$ cat config.mk
export PLATFORM = sky130hd
export DESIGN_NAME = can_destuff
export DESIGN_NICKNAME = d
export VERILOG_FILES = /design/src/rtl/can_pkg.sv /design/src/rtl/can_destuff.sv
export SDC_FILE = /design/constraint.sdc
export NUM_CORES = 1
export LEC_CHECK = 0
export BUFFER_PORTS_ARGS = -buffer_cell sky130_fd_sc_hd__buf_4
export CAP_MARGIN = 20
export CORE_MARGIN = 2
export CORE_UTILIZATION = 50
export CTS_CLUSTER_DIAMETER = 100
export DETAILED_ROUTE_END_ITERATION = 8
export HOLD_SLACK_MARGIN = 0.08
export PLACE_DENSITY = 0.74
export REMOVE_ABC_BUFFERS = 1
export SYNTH_ARGS = -nofsm -noshare
export SYNTH_HDL_FRONTEND = slang
export SYNTH_SLANG_ARGS = --single-unit
$ cat constraint.sdc
create_clock -name clkin -period 4.1 [get_ports clkin]
set_input_delay 0.205 -clock clkin [delete_from_list [all_inputs] [get_ports clkin]]
set_output_delay 0.205 -clock clkin [all_outputs]
set_load 0.01 [all_outputs]
$ cat src/rtl/can_pkg.sv
// -----------------------------------------------------------------------------
// can_pkg
// Shared CAN definitions used by the bit de-stuffer and the frame decoder.
//   can_mode_e     : de-stuffer operating mode (encoding 3 is treated as bypass)
//   CAN_RECESSIVE  : logic level of a recessive bus bit
//   can_gray()     : binary to gray conversion, used on the FD stuff count
//   can_parity()   : even parity, used on the gray-coded FD stuff count
// -----------------------------------------------------------------------------
package can_pkg;

    typedef enum logic [1:0] {
        CAN_BYPASS  = 2'd0,
        CAN_DYNAMIC = 2'd1,
        CAN_FIXED   = 2'd2
    } can_mode_e;

    localparam logic CAN_RECESSIVE = 1'b1;

    // Wide enough for any stuff counter width in use; callers zero-extend.
    localparam int CAN_FN_W = 8;

    function automatic logic [CAN_FN_W-1:0] can_gray(input logic [CAN_FN_W-1:0] bin);
        return bin ^ (bin >> 1);
    endfunction

    function automatic logic can_parity(input logic [CAN_FN_W-1:0] val);
        return ^val;
    endfunction

endpackage

$ cat src/rtl/can_destuff.sv
// -----------------------------------------------------------------------------
// can_destuff
// CAN / CAN FD bit de-stuffer placed between the bit-timing sampler and the
// frame decoder. On every sample strobe the received bit is either forwarded
// as a data bit or removed as an expected stuff bit; a stuff bit of the wrong
// polarity raises a stuff error. Modes: bypass, classic dynamic stuffing, and
// FD fixed-interval stuffing. Dynamic stuff bits are counted for the FD
// stuff-count field.
//
// Parameters
//   CONSEC    : equal-bit run length after which a dynamic stuff bit follows
//   FIXED_INT : data bits between fixed stuff bits in FIXED mode
//   CNT_W     : width of stuff_cnt
// Ports
//   clkin     in   system clock (posedge)
//   rstn      in   asynchronous active-low reset
//   clr       in   synchronous restart at SOF; wins over a coincident bit_vld
//   mode      in   0 bypass, 1 dynamic, 2 fixed, 3 bypass; sampled at bit_vld
//   bit_vld   in   one-cycle strobe at the sample point
//   bit_in    in   sampled bus bit (0 = dominant)
//   out_vld   out  strobe: out_bit carries a data bit
//   out_bit   out  de-stuffed data bit (holds between strobes)
//   stuff_vld out  strobe: a correct stuff bit was removed
//   err_p     out  strobe: stuff error on this bit
//   err       out  sticky stuff error, cleared by clr / rstn
//   stuff_cnt out  dynamic stuff bits removed since clr, wrapping
// All outputs are registered, one clkin cycle after bit_vld.
// -----------------------------------------------------------------------------
module can_destuff
    import can_pkg::*;
#(
    parameter int CONSEC    = 5,
    parameter int FIXED_INT = 4,
    parameter int CNT_W     = 3
) (
    input  logic             clkin,
    input  logic             rstn,
    input  logic             clr,
    input  logic [1:0]       mode,
    input  logic             bit_vld,
    input  logic             bit_in,
    output logic             out_vld,
    output logic             out_bit,
    output logic             stuff_vld,
    output logic             err_p,
    output logic             err,
    output logic [CNT_W-1:0] stuff_cnt
);

    localparam logic [3:0] CONSEC_L    = 4'(CONSEC);
    localparam logic [3:0] FIXED_INT_L = 4'(FIXED_INT);

    // State
    logic             r_last;
    logic [3:0]       r_run;
    logic             r_expect;
    logic [3:0]       r_fcnt;
    can_mode_e        r_pmode;
    logic             r_err;
    logic [CNT_W-1:0] r_stuff_cnt;
    logic             r_out_vld;
    logic             r_out_bit;
    logic             r_stuff_vld;
    logic             r_err_p;

    // Next-state
    logic             w_last_next;
    logic [3:0]       w_run_next;
    logic             w_expect_next;
    logic [3:0]       w_fcnt_next;
    can_mode_e        w_pmode_next;
    logic             w_err_next;
    logic [CNT_W-1:0] w_stuff_cnt_next;
    logic             w_out_vld_next;
    logic             w_out_bit_next;
    logic             w_stuff_vld_next;
    logic             w_err_p_next;

    can_mode_e        w_mode;
    logic [3:0]       w_run_inc;
    logic             w_polarity_ok;

    // Encoding 3 is not a real mode and behaves like bypass.
    assign w_mode = (mode == 2'd3) ? CAN_BYPASS : can_mode_e'(mode);

    // Run length including the current bit; saturates so a stale run carried
    // in from another mode can never wrap back into range.
    assign w_run_inc = (bit_in != r_last) ? 4'd1 :
                       (r_run == 4'hF)    ? r_run : (r_run + 4'd1);

    // A stuff bit must have the opposite polarity to the previous bus bit.
    assign w_polarity_ok = (bit_in != r_last);

    always_comb begin
        w_last_next      = r_last;
        w_run_next       = r_run;
        w_expect_next    = r_expect;
        w_fcnt_next      = r_fcnt;
        w_pmode_next     = r_pmode;
        w_err_next       = r_err;
        w_stuff_cnt_next = r_stuff_cnt;
        w_out_vld_next   = 1'b0;
        w_out_bit_next   = r_out_bit;
        w_stuff_vld_next = 1'b0;
        w_err_p_next     = 1'b0;

        if (clr) begin
            w_last_next      = CAN_RECESSIVE;
            w_run_next       = 4'd0;
            w_expect_next    = 1'b0;
            w_fcnt_next      = 4'd0;
            w_pmode_next     = CAN_BYPASS;
            w_err_next       = 1'b0;
            w_stuff_cnt_next = '0;
            w_out_bit_next   = CAN_RECESSIVE;
        end else if (bit_vld) begin
            w_pmode_next = w_mode;
            w_last_next  = bit_in;

            case (w_mode)
                CAN_DYNAMIC: begin
                    w_fcnt_next = 4'd0;
                    // A pending stuff expectation only survives if we stayed
                    // in dynamic mode.
                    if (r_expect && (r_pmode == CAN_DYNAMIC)) begin
                        if (w_polarity_ok) begin
                            w_stuff_vld_next = 1'b1;
                            w_stuff_cnt_next = r_stuff_cnt + 1'b1;
                        end else begin
                            w_err_p_next = 1'b1;
                            w_err_next   = 1'b1;
                        end
                        // The stuff bit itself starts the next run.
                        w_run_next    = 4'd1;
                        w_expect_next = 1'b0;
                    end else begin
                        w_out_vld_next = 1'b1;
                        w_out_bit_next = bit_in;
                        w_run_next     = w_run_inc;
                        w_expect_next  = (w_run_inc == CONSEC_L);
                    end
                end

                CAN_FIXED: begin
                    w_expect_next = 1'b0;
                    // The first bit after entering FIXED is a stuff bit.
                    if ((r_pmode != CAN_FIXED) || (r_fcnt == FIXED_INT_L)) begin
                        if (w_polarity_ok) begin
                            w_stuff_vld_next = 1'b1;
                        end else begin
                            w_err_p_next = 1'b1;
                            w_err_next   = 1'b1;
                        end
                        w_fcnt_next = 4'd0;
                    end else begin
                        w_out_vld_next = 1'b1;
                        w_out_bit_next = bit_in;
                        w_fcnt_next    = r_fcnt + 4'd1;
                    end
                end

                default: begin
                    w_out_vld_next = 1'b1;
                    w_out_bit_next = bit_in;
                    w_run_next     = 4'd1;
                    w_expect_next  = 1'b0;
                    w_fcnt_next    = 4'd0;
                end
            endcase
        end
    end

    always_ff @(posedge clkin or negedge rstn) begin
        if (!rstn) begin
            r_last      <= CAN_RECESSIVE;
            r_run       <= 4'd0;
            r_expect    <= 1'b0;
            r_fcnt      <= 4'd0;
            r_pmode     <= CAN_BYPASS;
            r_err       <= 1'b0;
            r_stuff_cnt <= '0;
            r_out_vld   <= 1'b0;
            r_out_bit   <= CAN_RECESSIVE;
            r_stuff_vld <= 1'b0;
            r_err_p     <= 1'b0;
        end else begin
            r_last      <= w_last_next;
            r_run       <= w_run_next;
            r_expect    <= w_expect_next;
            r_fcnt      <= w_fcnt_next;
            r_pmode     <= w_pmode_next;
            r_err       <= w_err_next;
            r_stuff_cnt <= w_stuff_cnt_next;
            r_out_vld   <= w_out_vld_next;
            r_out_bit   <= w_out_bit_next;
            r_stuff_vld <= w_stuff_vld_next;
            r_err_p     <= w_err_p_next;
        end
    end

    assign out_vld   = r_out_vld;
    assign out_bit   = r_out_bit;
    assign stuff_vld = r_stuff_vld;
    assign err_p     = r_err_p;
    assign err       = r_err;
    assign stuff_cnt = r_stuff_cnt;

endmodule

Word-level counts from Yosys, hierarchy flattened
Cells that the tools add are included.
{"block": "word_totals", "reg_bits": 20, "inputBits": 7, "out_inout_bits": 8, "elab_cells": 91}
{"block": "op_classes", "addsub": 3, "eq_ne": 14, "muxes": 52, "n_reduce_logical": 11}
{"cell": "$mux 4", "count": 9}
{"cell": "$mux 1", "count": 29}
{"cell": "$mux 3", "count": 5}
{"cell": "$ne 3x3->1 const B", "count": 4}
{"cell": "$pmux 1 s2", "count": 5}
{"cell": "$add 4x1->4 const B", "count": 2}
{"cell": "$eq 4x3->1 const B", "count": 2}
{"cell": "$pmux 4 s2", "count": 1}
{"cell": "$reduce_and 4->1", "count": 2}
{"cell": "$reduce_bool 2->1", "count": 4}
{"cell": "$mux 2", "count": 3}
{"cell": "$eq 2x1->1 const B", "count": 2}
{"cell": "$eq 2x2->1 const B", "count": 2}
{"cell": "$eq 4x4->1 const B", "count": 1}
{"cell": "$ne 2x2->1 const B", "count": 2}
{"cell": "$add 3x1->3 const B", "count": 1}
{"cell": "$reduce_and 3->1", "count": 1}
{"cell": "$reduce_bool 3->1", "count": 1}
{"cell": "$reduce_and 2->1", "count": 1}
{"cell": "$logic_and 1x1->1", "count": 1}
{"cell": "$logic_or 1x1->1", "count": 1}
{"cell": "$ne 1x1->1", "count": 1}

Longest topological paths before layout
{"block": "depth", "word_depth": 8, "ltp_mapped": 7, "depth_no_buf": 6}

Worst setup path after synthesis
OpenSTA, ideal clock, no wires.
{"block": "synth_path", "kind": "flip-flop to flip-flop", "start": "register r_run[0]", "end": "register r_expect", "setup_ns": 0.078, "arrival_time_ns": 1.488, "required_time_ns": 4.022, "setup_slack_ns": 2.534, "path_stages_with_launch": 6, "path_buffers": 0, "period_less_slack_ns": 1.566, "cell_sequence": "dfrtp_1 ha_1 o21ai_0 a31oi_1 or4_1 a21oi_1"}
{"block": "synth_between", "elab_chain_len": 8, "elab_cells_between_ends": 9, "classes_between": "1 x add/sub; 2 x eq/ne; 6 x mux"}
{"item": "start, declared", "line_no": "can_destuff.sv:55", "rtl": "logic [3:0] r_run;"}
{"item": "start signal, assigned", "line_no": "can_destuff.sv:188", "rtl": "r_run <= w_run_next;"}
{"item": "$add 4x1->4 or $eq 4x4->1 (tied branches)", "line_no": "can_destuff.sv:89", "rtl": "(r_run == 4'hF) ? r_run : (r_run + 4'd1);"}
{"item": "$mux 4 *", "line_no": "can_destuff.sv:89"}
{"item": "$mux 4 *", "line_no": "can_destuff.sv:88", "rtl": "assign w_run_inc = (bit_in != r_last) ? 4'd1 :"}
{"item": "$eq 4x3->1 *", "line_no": "can_destuff.sv:140", "rtl": "w_expect_next = (w_run_inc == CONSEC_L);"}
{"item": "$mux 1 *", "line_no": "can_destuff.sv:125", "rtl": "if (r_expect && (r_pmode == CAN_DYNAMIC)) begin"}
{"item": "$mux 1 *", "line_no": "can_destuff.sv:120", "rtl": "case (w_mode)"}
{"item": "$mux 1 *", "line_no": "can_destuff.sv:116", "rtl": "end else if (bit_vld) begin"}
{"item": "$mux 1 *", "line_no": "can_destuff.sv:107", "rtl": "if (clr) begin"}
{"item": "end signal, assigned", "line_no": "can_destuff.sv:189", "rtl": "r_expect <= w_expect_next;"}
{"item": "end, declared", "line_no": "can_destuff.sv:56", "rtl": "logic r_expect;"}
Every way passes the cells marked *; elsewhere a longest branch is shown, timed or not. The select of a mux whose other input is x is not followed.
A chain may end at the register's enable or synchronous reset.

Worst setup path after layout
{"block": "layout_path", "start": "register r_fcnt[0]", "end": "register r_fcnt[3]"}
{"block": "layout_between", "elab_chain_len": 6, "elab_cells_between_ends": 7, "classes_between": "1 x add/sub; 1 x eq/ne; 4 x mux; 1 x reduce/logical"}
{"item": "start, declared", "line_no": "can_destuff.sv:57", "rtl": "logic [3:0] r_fcnt;"}
{"item": "start signal, assigned", "line_no": "can_destuff.sv:190", "rtl": "r_fcnt <= w_fcnt_next;"}
{"item": "branches (longest 2 deep; another with $add 4x1->4)"}
{"item": "$mux 4 *", "line_no": "can_destuff.sv:147", "rtl": "if ((r_pmode != CAN_FIXED) || (r_fcnt == FIXED_INT_L)) begin"}
{"item": "$mux 4 *", "line_no": "can_destuff.sv:120"}
{"item": "$mux 4 *", "line_no": "can_destuff.sv:116"}
{"item": "$mux 4 *", "line_no": "can_destuff.sv:107"}
Mark *: on every way between the ends. The select of a mux whose other input is x is not followed.

==> impl_results.md <==
- Status: finished, final reports clean
- Antenna cells: 0
- Total length of routed wires: 2.29 mm
- FILL cells: approximately 200
- Clock Latency Late Sink: slightly above 0.3 ns
- Clock Skew: 0.0113 ns
- Multi-input gate area: 608 µm²
- Design Power: 351 µW
- CTS tree: done
- Die Y: approximately 52 µm
- Final Critical Period: ~1.7 ns
- Period utilization: 0.415
- Number of synthesized flops with an enable pin: 0
- Async set-reset flop share out of synthesis: 1.00
- Share of post-route cells with drive strength above 1: 0.163
- Initial Utilization: 0.525
- Number of CTS-inserted buffers: 3
- Initial DRC Count: 14
- Max stage delay on crit path: just over 0.4 ns
- Slew Viols, Final: 0
- Distinct cells, synth: 38
- Die X: about 52 µm
- Area grow syn2layout: 13.1%
- Hold WS: about 0.15 ns
- Leak: between 0.6 and 0.7 nW
- Ys flop type: dfrtp_1
- Commonest non-fill, non-tap cell in the layout: dfrtp_1
- Die area: 2720 µm²
- Warning count from the yosys run: 0
- Max_cap viols: 0
- Root Driver: clkbuf_4
- GRT overflow: 0
- Most frequent cells in the layout: 18 x dfrtp_1, 14 x buf_4, 13 x nor2_1
- Clk sinks: 20
- Worst path cell trace: inv_1, ha_1, and3b_1, nor3b_2, a31oi_1, a21oi_1
- Mean Syn Cell Area: roughly 9.7 µm²
- Critical path class: reg -> reg
- I/O pins: 15
- Startpoint Class: flip-flop
- Slew margin rel.: 0.716
- Worst Hold Class: in -> reg
- Vias in the first global route: 852
- Max Root-Sink Buffers: 2
- Routed length per instance: 14.0 µm
- Site row count: 17
- Final hold vios: 0
- CP required: ~4.3 ns
- Final HPWL DP: about 1.6 mm
- RSZ-0062 raised after global routing: false
- Yosys reg bits: 20
- WL met1: about 1 mm
- First-pass GRT wire length: about 3.9 mm
- Post-Syn Instances: 120
- Largest net degree at the start of global routing: 21
- Slew @ Worst Pin: approximately 0.42 ns
- CP endpoint kind: flip-flop
- VDD IR max: 0.186 mV
- Area occupied by registers: between 500 and 600 µm²
- PortBufs: 14
- Pre-Repair DR Iteration Count: 4
- DR vias: 909
- CP Max Fanout: 7
- CTS HTree Levels: 1
- Fmax: roughly 600 MHz
- Slowest CP cell: dfrtp_1
- Placer Congestion: roughly 0.84
- Met2 WL: roughly 1.1 mm
- Via density per instance: between 5 and 6
- Core area: between 2000 and 2500 µm²
- Post-route ant nets: 0
- Residual DRC: 0
- PwrDens: 267 nW/µm²
- Worst-path clk slew: about 0.12 ns
- Gr usage total: 0.196
- # resized after CTS: 0
- Initial antenna violation count: 0
- Post-synthesis sequential area ratio: 0.433
- Layout net count: 150
- Endpoints failing setup: 0
- Setup TNS: 0 ns
- WP data arrival: ~1.9 ns
- Met3 wire len: 77 µm
- Top Layer Used: met4
- Cell Area, Synth: between 1000 and 1500 µm²
==> sequential cells by signal, summed over array words and instances, names as in the netlist <==
register / cells
err: 1
err_p: 1
out_bit: 1
out_vld: 1
r_expect: 1
r_fcnt: 4
r_last: 1
r_pmode: 2
r_run: 4
stuff_cnt: 3
stuff_vld: 1
==> through the flow <==
stage	worst slack, ns	area [µm²]	std cells	util
finish	2.40	1310	163	0.594
global route	2.23	1310	163	0.594
CTS	2.40	1310	163	0.594
detailed placement	2.44	1280	158	0.577
global placement	2.49	1280	158	0.577
floorplan	2.53	1140	116	-
==> worst max-delay path: cells and delay by family (launching register included) <==
family / cells / cell delay, ns
AOI/OAI and AO/OA: 2 / 0.34
and+or+nand+nor: 2 / 0.61
buffers and inverters: 1 / 0.08
adders and majority gates: 1 / 0.20
DFF: 1 / 0.41
==> layout make-up <==
class,count,share of cell area
well taps,28,0.0267
flip-flops and latches,20,0.383
inverters,7,0.0200
multi-input cells,89,0.463
clock buffers,4,0.0200
repair buffers,15,0.0876
==> kinds of logic (layout without fill, tap and decap cells) <==
group,Yosys count,in the layout,share of synthesized area
AOI/OAI and AO/OA,24,24,0.135
xor gates and xnor gates,3,3,0.0291
adders and majority gates,7,7,0.0754
buffers and inverters,11,26,0.0431
DFF,20,20,0.433
muxes,4,4,0.0345
and+or+nand+nor,51,51,0.250
==> where the power goes <==
group          internal, mW  total [mW]  switching, mW
clock                0.0380      0.0986         0.0606
combinational        0.0195      0.0460         0.0266
sequential            0.203       0.206        0.00347
total                 0.260       0.351         0.0906
==> routing by layer <==
metal / global-route usage / vias to the layer above
met2: 0.312 / 17
met4: 0.107 / 0
li1: - / 453
met1: 0.254 / 433
met3: 0.0314 / 6
met5: 0 / -
==> cell usage after synthesis (2+ instances only) <==
master | number | area (µm²)
a21oi_1 | 10 | 50.1
a31oi_1 | 2 | 12.5
and4b_1 | 2 | 20.0
clkbuf_1 | 2 | 7.51
dfrtp_1 | 18 | 450
dfstp_2 | 2 | 52.6
ha_1 | 7 | 87.6
inv_1 | 6 | 22.5
mux2i_1 | 4 | 40.0
nand2_1 | 3 | 11.3
nand2b_1 | 5 | 31.3
nand3_1 | 8 | 40.0
nand3b_1 | 3 | 22.5
nor2_1 | 13 | 48.8
nor2b_1 | 8 | 50.1
nor3_1 | 2 | 10.0
o21ai_0 | 2 | 10.0
o21ai_1 | 2 | 10.0
xor2_1 | 2 | 17.5
==> final timing paths <==
check	to	slack [ns]	depth (start not counted)	start
max in group asynchronous	out_bit	3.52	2	rstn
hold / removal	r_last	0.15	2	bit_in
setup reg to reg	r_fcnt[3]	2.40	6	r_fcnt[0]
hold reg to reg	err	0.55	2	err
min in group asynchronous	r_fcnt[0]	0.29	2	rstn
setup / recovery	r_fcnt[3]	2.40	6	r_fcnt[0]
==> timing repair <==
item	4_1_cts	5_1_grt
buffers inserted	0	0
hold buffers	1	0
hold endpoints to repair	20	0
Note: power is estimated with default switching activity, not from simulation.
